--- config.mk ---
export PLATFORM = sky130hd
export DESIGN_NAME = egress_port_flat
export DESIGN_NICKNAME = d
export VERILOG_FILES = /design/src/rtl/egress_port_if.sv /design/src/rtl/egress_port.sv /design/src/flat_wrapper.sv
export SDC_FILE = /design/constraint.sdc
export NUM_CORES = 1
export LEC_CHECK = 0
export BUFFER_PORTS_ARGS = -buffer_cell sky130_fd_sc_hd__buf_2
export CAP_MARGIN = 20
export CORE_ASPECT_RATIO = 0.5
export CORE_MARGIN = 1
export CORE_UTILIZATION = 49
export DETAILED_ROUTE_END_ITERATION = 10
export PLACE_DENSITY = 0.7
export RECOVER_POWER = 25
export SKIP_LAST_GASP = 1
export SLEW_MARGIN = 10
export SYNTH_ARGS = -nofsm -noshare
export SYNTH_HDL_FRONTEND = slang
export SYNTH_SLANG_ARGS = --single-unit
--- constraint.sdc ---
create_clock -name clk -period 4.2 [get_ports clk]
set_input_delay 0.84 -clock clk [delete_from_list [all_inputs] [get_ports clk]]
set_output_delay 0.84 -clock clk [all_outputs]
set_load 0.01 [all_outputs]
--- src/rtl/egress_port_if.sv ---
// Egress port bus: crossbar-side write, downstream valid/ready and status counters.
interface egress_port_if #(
  parameter int PACKET_WIDTH = 16,
  parameter int CNT_WIDTH    = 16
);
  logic                    valid_in;
  logic [PACKET_WIDTH-1:0] data_in;
  logic                    full_out;
  logic                    valid_out;
  logic [PACKET_WIDTH-1:0] data_out;
  logic                    ready_in;
  logic                    empty_out;
  logic [CNT_WIDTH-1:0]    delivered_cnt;
  logic [CNT_WIDTH-1:0]    drop_cnt;
  logic [CNT_WIDTH-1:0]    misroute_cnt;

  // Environment side: crossbar feeding packets and downstream consumer.
  modport master (
    output valid_in, data_in, ready_in,
    input  full_out, valid_out, data_out, empty_out,
           delivered_cnt, drop_cnt, misroute_cnt
  );

  // Egress port side.
  modport slave (
    input  valid_in, data_in, ready_in,
    output full_out, valid_out, data_out, empty_out,
           delivered_cnt, drop_cnt, misroute_cnt
  );
endinterface

--- src/rtl/egress_port.sv ---
// Egress port: target-mask check, DEPTH-entry FIFO, registered output stage
// with valid/ready handshake, and saturating delivered/drop/misroute counters.
//
// state     | meaning
// ST_EMPTY  | output register holds no packet, valid_out low
// ST_LOADED | output register holds a packet waiting for ready_in
module egress_port #(
  parameter int PORT_ID      = 0,
  parameter int PACKET_WIDTH = 16,
  parameter int DEPTH        = 8,
  parameter int CNT_WIDTH    = 16
) (
  input  logic         clk,
  input  logic         rst_n,
  egress_port_if.slave io_bus
);
  localparam int PW = $clog2(DEPTH);
  localparam int CW = PW + 1;
  localparam logic [PW-1:0]        PTR_ONE  = PW'(1);
  localparam logic [CW-1:0]        CNT1     = CW'(1);
  localparam logic [CW-1:0]        FULL_CNT = CW'(DEPTH);
  localparam logic [CNT_WIDTH-1:0] STAT_ONE = CNT_WIDTH'(1);

  typedef enum logic {ST_EMPTY, ST_LOADED} state_t;

  state_t                  r_state;
  logic [PACKET_WIDTH-1:0] r_mem [DEPTH];
  logic [PW-1:0]           r_wr_ptr;
  logic [PW-1:0]           r_rd_ptr;
  logic [CW-1:0]           r_count;
  logic                    r_full;
  logic                    r_empty;
  logic                    r_valid;
  logic [PACKET_WIDTH-1:0] r_data;
  logic [CNT_WIDTH-1:0]    r_delivered;
  logic [CNT_WIDTH-1:0]    r_drop;
  logic [CNT_WIDTH-1:0]    r_misroute;

  logic          w_target_ok;
  logic          w_push;
  logic          w_drop;
  logic          w_misroute;
  logic          w_handshake;
  logic          w_fifo_ne;
  logic          w_pop;
  logic          w_loaded_nxt;
  logic [CW-1:0] w_count_nxt;

  // Misroute takes priority over full; full is the registered flag, so a
  // same-cycle pop never opens room for the incoming packet.
  assign w_target_ok  = io_bus.data_in[4+PORT_ID];
  assign w_misroute   = io_bus.valid_in & ~w_target_ok;
  assign w_drop       = io_bus.valid_in & w_target_ok & r_full;
  assign w_push       = io_bus.valid_in & w_target_ok & ~r_full;
  assign w_handshake  = (r_state == ST_LOADED) & io_bus.ready_in;
  assign w_fifo_ne    = (r_count != '0);
  assign w_pop        = w_fifo_ne & ((r_state == ST_EMPTY) | w_handshake);
  assign w_loaded_nxt = w_pop | ((r_state == ST_LOADED) & ~w_handshake);

  // Next FIFO occupancy; push and pop together cancel out.
  always_comb begin
    w_count_nxt = r_count;
    if (w_push && !w_pop)      w_count_nxt = r_count + CNT1;
    else if (!w_push && w_pop) w_count_nxt = r_count - CNT1;
  end

  // FIFO storage; contents need no reset since pointers and count gate them.
  always_ff @(posedge clk) begin
    if (w_push) r_mem[r_wr_ptr] <= io_bus.data_in;
  end

  // Write pointer, occupancy and registered full/empty flags.
  always_ff @(posedge clk) begin
    if (!rst_n) begin
      r_wr_ptr <= '0;
      r_count  <= '0;
      r_full   <= 1'b0;
      r_empty  <= 1'b1;
    end else begin
      if (w_push) r_wr_ptr <= r_wr_ptr + PTR_ONE;
      r_count <= w_count_nxt;
      r_full  <= (w_count_nxt == FULL_CNT);
      r_empty <= (w_count_nxt == '0) & ~w_loaded_nxt;
    end
  end

  // Output stage FSM: pops the FIFO head into the output register.
  always_ff @(posedge clk) begin
    if (!rst_n) begin
      r_state  <= ST_EMPTY;
      r_valid  <= 1'b0;
      r_data   <= '0;
      r_rd_ptr <= '0;
    end else begin
      case (r_state)
        ST_EMPTY: begin
          if (w_pop) begin
            r_data   <= r_mem[r_rd_ptr];
            r_rd_ptr <= r_rd_ptr + PTR_ONE;
            r_valid  <= 1'b1;
            r_state  <= ST_LOADED;
          end
        end
        ST_LOADED: begin
          if (w_pop) begin
            r_data   <= r_mem[r_rd_ptr];
            r_rd_ptr <= r_rd_ptr + PTR_ONE;
          end else if (w_handshake) begin
            r_valid <= 1'b0;
            r_state <= ST_EMPTY;
          end
        end
        default: begin
          r_valid <= 1'b0;
          r_state <= ST_EMPTY;
        end
      endcase
    end
  end

  // Saturating statistics counters.
  always_ff @(posedge clk) begin
    if (!rst_n) begin
      r_delivered <= '0;
      r_drop      <= '0;
      r_misroute  <= '0;
    end else begin
      if (w_handshake && r_delivered != '1) r_delivered <= r_delivered + STAT_ONE;
      if (w_drop && r_drop != '1)           r_drop      <= r_drop + STAT_ONE;
      if (w_misroute && r_misroute != '1)   r_misroute  <= r_misroute + STAT_ONE;
    end
  end

  assign io_bus.full_out      = r_full;
  assign io_bus.empty_out     = r_empty;
  assign io_bus.valid_out     = r_valid;
  assign io_bus.data_out      = r_data;
  assign io_bus.delivered_cnt = r_delivered;
  assign io_bus.drop_cnt      = r_drop;
  assign io_bus.misroute_cnt  = r_misroute;
endmodule

--- src/flat_wrapper.sv ---
// flat-port wrapper written by rule: the top's interface ports become plain ports
module egress_port_flat 
#(
  parameter int PORT_ID      = 0,
  parameter int PACKET_WIDTH = 16,
  parameter int DEPTH        = 8,
  parameter int CNT_WIDTH    = 16
)
  (clk, rst_n, io_bus_valid_in, io_bus_data_in, io_bus_ready_in, io_bus_full_out, io_bus_valid_out, io_bus_data_out, io_bus_empty_out, io_bus_delivered_cnt, io_bus_drop_cnt, io_bus_misroute_cnt);
  egress_port_if #(.PACKET_WIDTH(PACKET_WIDTH), .CNT_WIDTH(CNT_WIDTH)) io_bus_i ();
  input  logic clk;
  input  logic rst_n;
  input wire logic [$bits(io_bus_i.valid_in)-1:0] io_bus_valid_in;
  input wire logic [$bits(io_bus_i.data_in)-1:0] io_bus_data_in;
  input wire logic [$bits(io_bus_i.ready_in)-1:0] io_bus_ready_in;
  output wire logic [$bits(io_bus_i.full_out)-1:0] io_bus_full_out;
  output wire logic [$bits(io_bus_i.valid_out)-1:0] io_bus_valid_out;
  output wire logic [$bits(io_bus_i.data_out)-1:0] io_bus_data_out;
  output wire logic [$bits(io_bus_i.empty_out)-1:0] io_bus_empty_out;
  output wire logic [$bits(io_bus_i.delivered_cnt)-1:0] io_bus_delivered_cnt;
  output wire logic [$bits(io_bus_i.drop_cnt)-1:0] io_bus_drop_cnt;
  output wire logic [$bits(io_bus_i.misroute_cnt)-1:0] io_bus_misroute_cnt;
  assign io_bus_i.valid_in = io_bus_valid_in;
  assign io_bus_i.data_in = io_bus_data_in;
  assign io_bus_i.ready_in = io_bus_ready_in;
  assign io_bus_full_out = io_bus_i.full_out;
  assign io_bus_valid_out = io_bus_i.valid_out;
  assign io_bus_data_out = io_bus_i.data_out;
  assign io_bus_empty_out = io_bus_i.empty_out;
  assign io_bus_delivered_cnt = io_bus_i.delivered_cnt;
  assign io_bus_drop_cnt = io_bus_i.drop_cnt;
  assign io_bus_misroute_cnt = io_bus_i.misroute_cnt;
  egress_port #(.PORT_ID(PORT_ID), .PACKET_WIDTH(PACKET_WIDTH), .DEPTH(DEPTH), .CNT_WIDTH(CNT_WIDTH)) u_core (.clk(clk), .rst_n(rst_n), .io_bus(io_bus_i));
endmodule
==> After elaboration in Yosys (flattened, before gate mapping) <==
Memory sizes are Yosys's and may differ from the RTL's. A register that Yosys moved wholly into a read port is not among the register bits.
Cells that the tools add are included.
{ "totals": {"ramBits": 128, "mem_count": 1, "regBits": 62, "inputBits": 20, "output_inout_bits": 67, "wordCells": 64} }
{ "memory_table": {"columns": ["name", "words", "word_bits", "read_ports", "rd_ports_with_merged_regs", "write_ports", "line_no", "text"], "rows": [
  ["u_core.r_mem", 8, 16, 1, 1, 1, "egress_port.sv:27", "logic [PACKET_WIDTH-1:0] r_mem [DEPTH];"]
]} }
{ "op_classes": {"n_bitwise": 15, "n_eq_ne": 7, "muxes": 13, "n_addsub": 7, "n_reduce_logical": 11} }
{ "ops": {"columns": ["op", "n"], "rows": [
  ["$add A16 B1 Y16 const B", 3],
  ["$ne A16 B16 Y1 const B", 3],
  ["$and A1 B1 Y1", 8],
  ["$mux W1", 8],
  ["$mux W4", 2],
  ["$add A3 B1 Y3 const B", 2],
  ["$logic_and A1 B1 Y1", 5],
  ["$not A1 Y1", 5],
  ["$add A4 B1 Y4 const B", 1],
  ["$eq A4 B4 Y1 const B", 1],
  ["$logic_not A4 Y1", 1],
  ["$ne A2 B2 Y1 const B", 2],
  ["$pmux W1 S2", 2],
  ["$reduce_bool A4 Y1", 1],
  ["$sub A4 B1 Y4 const B", 1],
  ["$logic_not A1 Y1", 3],
  ["$mux W3", 1],
  ["$reduce_and A3 Y1", 1],
  ["$ne A2 B1 Y1 const B", 1],
  ["$or A1 B1 Y1", 2]
]} }

==> Longest topological paths before layout <==
{ "depth": {"ltp_word": 8, "depth_mapped": 7, "depth_no_buf": 7} }

==> Least setup slack after synthesis <==
No wires, ideal clock.
{ "synth_timing": {"path_type": "input to register", "start": "in io_bus_valid_in", "end": "mem u_core.r_mem[2][0] (enable)", "slack_ns": 0.982, "setup_time_ns": 0.436, "t_required_ns": 3.764, "path_stages": 2, "arrival_time_ns": 2.781, "path_cell_list": "nand3b_1 > nor4b_1"} }
{ "synth_between": {"elab_chain_len": 4} }
{ "synth_lines": {"columns": ["item", "line_no", "text"], "rows": [
  ["start: declaration", "flat_wrapper.sv:13", "input wire logic [$bits(io_bus_i.valid_in)-1:0] io_bus_valid_in;"],
  ["$and A1 B1 Y1 (2 in a row)", "egress_port.sv:54", "assign w_push = io_bus.valid_in & w_target_ok & ~r_full;"],
  ["$mux W1", "egress_port.sv:69", "if (w_push) r_mem[r_wr_ptr] <= io_bus.data_in;"],
  ["$mux W1 (implied by the code)", "egress_port.sv:69", null],
  ["end: declaration", "egress_port.sv:27", null]
]} }
Every way passes these cells.

==> Final worst setup path <==
{ "layout_timing": {"start": "reg u_core.r_count[0]", "end": "reg u_core.r_rd_ptr[1]"} }
{ "layout_between": {"elab_chain_len": 2} }
{ "layout_lines": {"columns": ["item", "line_no", "text"], "rows": [
  ["start: declaration", "egress_port.sv:30", "logic [CW-1:0] r_count;"],
  ["start signal: assignment", "egress_port.sv:81", "r_count <= w_count_nxt;"],
  ["$reduce_bool A4 Y1", "egress_port.sv:56", "assign w_fifo_ne = (r_count != '0);"],
  ["$and A1 B1 Y1", "egress_port.sv:57", "assign w_pop = w_fifo_ne & ((r_state == ST_EMPTY) | w_handshake);"],
  ["end signal: assignment", "egress_port.sv:99", "r_rd_ptr <= r_rd_ptr + PTR_ONE;"],
  ["end signal: assignment", "egress_port.sv:107", "r_rd_ptr <= r_rd_ptr + PTR_ONE;"],
  ["end: declaration", "egress_port.sv:29", "logic [PW-1:0] r_rd_ptr;"]
]} }
Every way passes these cells.
A chain may end at the register's enable or synchronous reset.

==> impl_results.md <==
- Skew-Pair Late Insertion Delay: 0.49 ns
- Max stage delay cell, worst path: nor2_2
- Vias in the first global route: 4852
- Layout Utilization: 58.7%
- GR Overflow Total: 0
- Top sig layer: met4
- Synth warn: 0
- Mapped Avg Cell Area: 14.0 sq um
- Setup Fix Bufs, Post-CTS: 0
- Hold crit path type: flop to flop
- RePlAce Congestion: 0.847
- Share of post-route cells with drive strength above 1: 23.8%
- TNS Setup: 0 ns
- Post-DRT Antenna Nets: 0
- Met2 WL post-DR: 7360 um
- Final nets: 720
- Combinational power share: 20.5%
- Crit. Startpoint: u_core.r_count[0]$_SDFF_PN0_
- Clock root buffer: clkbuf_16
- Num ports: 87
- Clk_skew: 0.0137 ns
- Final Max Slew Viols: 0
- Post-synthesis async set-or-reset flop share: 0%
- Full die area: 17600 sq um
- Yosys top cell area share: 46.0%
- Die height: 94.4 um
- Die Span X: 187 um
- Pwr/cell area: 529 nW/um^2
- Worst-case clock buffer depth: 3
- HP Start: u_core.io_bus.data_out[8]$_SDFFE_PN0P_
- CP max stage delay: 0.72 ns
- End of the worst register-to-register path: u_core.r_rd_ptr[1]$_SDFFE_PN0P_
- DR vias/cell: 5.52
- GRT Util Overall: 18.7%
- Cell Area, Synth: 8360 sq um
- Synth top area cells: edfxtp_1 (46%), dfxtp_1 (19%), mux4_2 (8.6%)
- Kind of critical path: flop to flop
- RR Startpoint: u_core.r_count[0]$_SDFF_PN0_
- Num CTS Buffers: 19
- RSZ-0062 raised after global routing: no
- Port Buffers: 86
- Clock Power Share: 32.3%
- Drt wl/cell: 17.2 um
- Post_cts resized: 0
- Clock slew at reported path FFs: 0.07 ns
- Final Hold Viols: 0
- Final worst path period share: 59.3%
- Largest net degree at the start of global routing: 45
- Seq/Total Area, Yosys: 64.7%
- M1 WL: 7810 um
- Hold path depth: 2
- Sequential power share: 47.2%
- Number of synthesized register bits: 206
- Setup slack, reg-to-reg: 1.71 ns
- Worst-path maximum fanout: 20
- Vias: 5143
- Initial antenna violation count: 0
- CTS Hold Buffers Added: 0
- Arr. time, crit path: 2.86 ns
- Fraction of power spent switching nets: 27.6%
- Setup violations, final: 0
- Placeable core area: 16500 sq um
- Leakage: 3.33 nW
- Psw: 0.00142 W
- Initial Utilization: 50.6%
- CP startpoint kind: flop
- R2R depth: 7
- # rows: 33
- EDFF count, synth: 128
- First-pass detailed-route iteration total: 4
- Worst vdd rail ir drop: 275 uV
- Minimum clock period: 2.49 ns
- Drt first-iter violations: 241
- Metal3 WL: 657 um
- Outcome: finished, final reports clean
- Overall power: 0.00513 W
- Final WL: 16100 um
- Biggest area consumer among synthesized cells: edfxtp_1
- CTS tree: built
- First-pass GRT wire length: 25900 um
- Setup crit end kind: flop
- Fin Hold WS: 0.493 ns
- Max cap viols: 0
- Reg area: 5410 sq um
- Main synth FF type: edfxtp_1
- DRC viols: 0
- Number of distinct library cells after synthesis: 55
- Clock sink count: 206
- Post-Syn Nets: 624
- # fillers: 1332
- DP HPWL: 10300 um
- Multi-input gate area: 2840 sq um
- Crit-path cells: inv_1 > ha_1 > nor3b_2 > nor2_2 > buf_4 > mux2i_1 > nor2_1
- Worst Setup EP: u_core.r_rd_ptr[1]$_SDFFE_PN0P_
- Relative slew slack: 39.1%
- Antenna Diode Count: 0
- Mapped Cells: 596
- P_int: 0.00372 W
- Highest clock rate: 401 MHz
- Worst-margin pin slew: 0.913 ns
- Synth-to-layout area growth: 16.0%
- H-tree lvl count: 1
- CP Data Required Time: 4.57 ns
==> power groups by stage <==
stage	sequential (W)	combinational [W]	clock, W
6_report	0.00242	0.00105	0.00166
5_1_grt	0.00245	0.00117	0.00177
4_1_cts	0.00243	0.00107	0.00170
3_5_place_dp	0.00247	0.00107	0
3_3_place_gp	0.00247	0.00103	0
2_1_floorplan	0.00243	0.000808	0
==> through the flow <==
stage                     instance area, sq um  setup WS, ns  cells
final                                     9700          1.71    932
after global routing                      9700          1.44    932
after CTS                                 9710          1.71    932
after detailed placement                  9120          1.40    898
after global placement                    9090          1.52    897
after floorplan                           8360         0.982    596
==> cell usage in the layout, fill, tap and decap left out, drive strengths merged, types with 9 or more instances in the layout <==
cell type and count:
xor2 12, nand2 30, nor2 68, a211oi 25
inv 12, clkinv 9, a21oi 10, dfxtp 78
mux4 32, nand3 28, mux2i 23, clkbuf 36
nor3 16, buf 86, edfxtp 128, o21ai 10
xnor2 27
==> layout make-up <==
class | instances | area share (%)
sequential | 206 | 55.8
multi-input combinational | 355 | 29.3
timing repair buffer | 99 | 5.48
clock buffer | 23 | 5.26
tap | 227 | 2.93
clock inverter | 11 | 0.839
inverter | 11 | 0.426
==> layer usage <==
metal / GRT usage (%) / up-vias
met5: 0 / -
li1: - / 2443
met4: 4.03 / 0
met1: 26.7 / 2567
met2: 30.3 / 109
met3: 3.42 / 24
==> how the worst min path moves through the flow <==
| stage | slack, ns | endpoint |
|---|---|---|
| after floorplan | 0.51 | u_core.io_bus.drop_cnt[1]$_SDFFE_PN0P_ |
| after global placement | 0.48 | u_core.io_bus.data_out[10]$_SDFFE_PN0P_ |
| after detailed placement | 0.49 | u_core.io_bus.data_out[8]$_SDFFE_PN0P_ |
| after CTS | 0.50 | u_core.io_bus.data_out[8]$_SDFFE_PN0P_ |
| after global routing | 0.52 | u_core.io_bus.data_out[7]$_SDFFE_PN0P_ |
| final | 0.49 | u_core.io_bus.data_out[8]$_SDFFE_PN0P_ |
==> logic make-up after synthesis <==
group,after synthesis,share of synthesized area (%)
AO/OA/AOI/OAI,62,5.36
XOR/XNOR,39,4.09
multiplexers,55,11.4
AND/OR/NAND/NOR,191,11.5
adder cells (fa/ha/maj),8,1.20
flip-flops,206,64.7
buffers and inverters,35,1.80
==> synth_stat cells (2+ instances only) <==
cell / instances
mux2i_1: 23
o211ai_1: 3
nand2b_1: 5
xor2_1: 12
ha_1: 8
inv_1: 11
dfxtp_1: 78
or3_1: 4
nand3_1: 28
and4_1: 2
mux4_2: 32
xnor2_1: 27
buf_2: 3
a2111oi_2: 2
o41ai_1: 2
a21oi_1: 10
nor3b_1: 5
o21bai_1: 2
nor2_1: 67
nand2_1: 30
nor4_1: 6
edfxtp_1: 128
o21ai_0: 8
buf_4: 3
nor2b_1: 2
and3_1: 2
nand4_1: 7
clkbuf_2: 3
nor4b_1: 2
and2_1: 4
or2_2: 2
nor3_1: 15
clkbuf_1: 14
a211oi_1: 25
==> critical path: cells and delay by family, from the launching register on <==
| kind | cells | cell delay, ns |
|---|---|---|
| buffers and inverters | 2 | 0.48 |
| DFF | 1 | 0.45 |
| and+or+nand+nor | 3 | 0.97 |
| adders and majority gates | 1 | 0.21 |
| muxes | 1 | 0.26 |
==> registers in the layout, summed over array words and instances (netlist names) <==
| register | flops |
|---|---|
| u_core.io_bus.data_out | 16 |
| u_core.io_bus.delivered_cnt | 16 |
| u_core.io_bus.drop_cnt | 16 |
| u_core.io_bus.empty_out | 1 |
| u_core.io_bus.full_out | 1 |
| u_core.io_bus.misroute_cnt | 16 |
| u_core.io_bus.valid_out | 1 |
| u_core.r_count | 4 |
| u_core.r_mem | 128 |
| u_core.r_rd_ptr | 3 |
| u_core.r_state | 1 |
| u_core.r_wr_ptr | 3 |
Note: power is estimated with default switching activity, not from simulation.
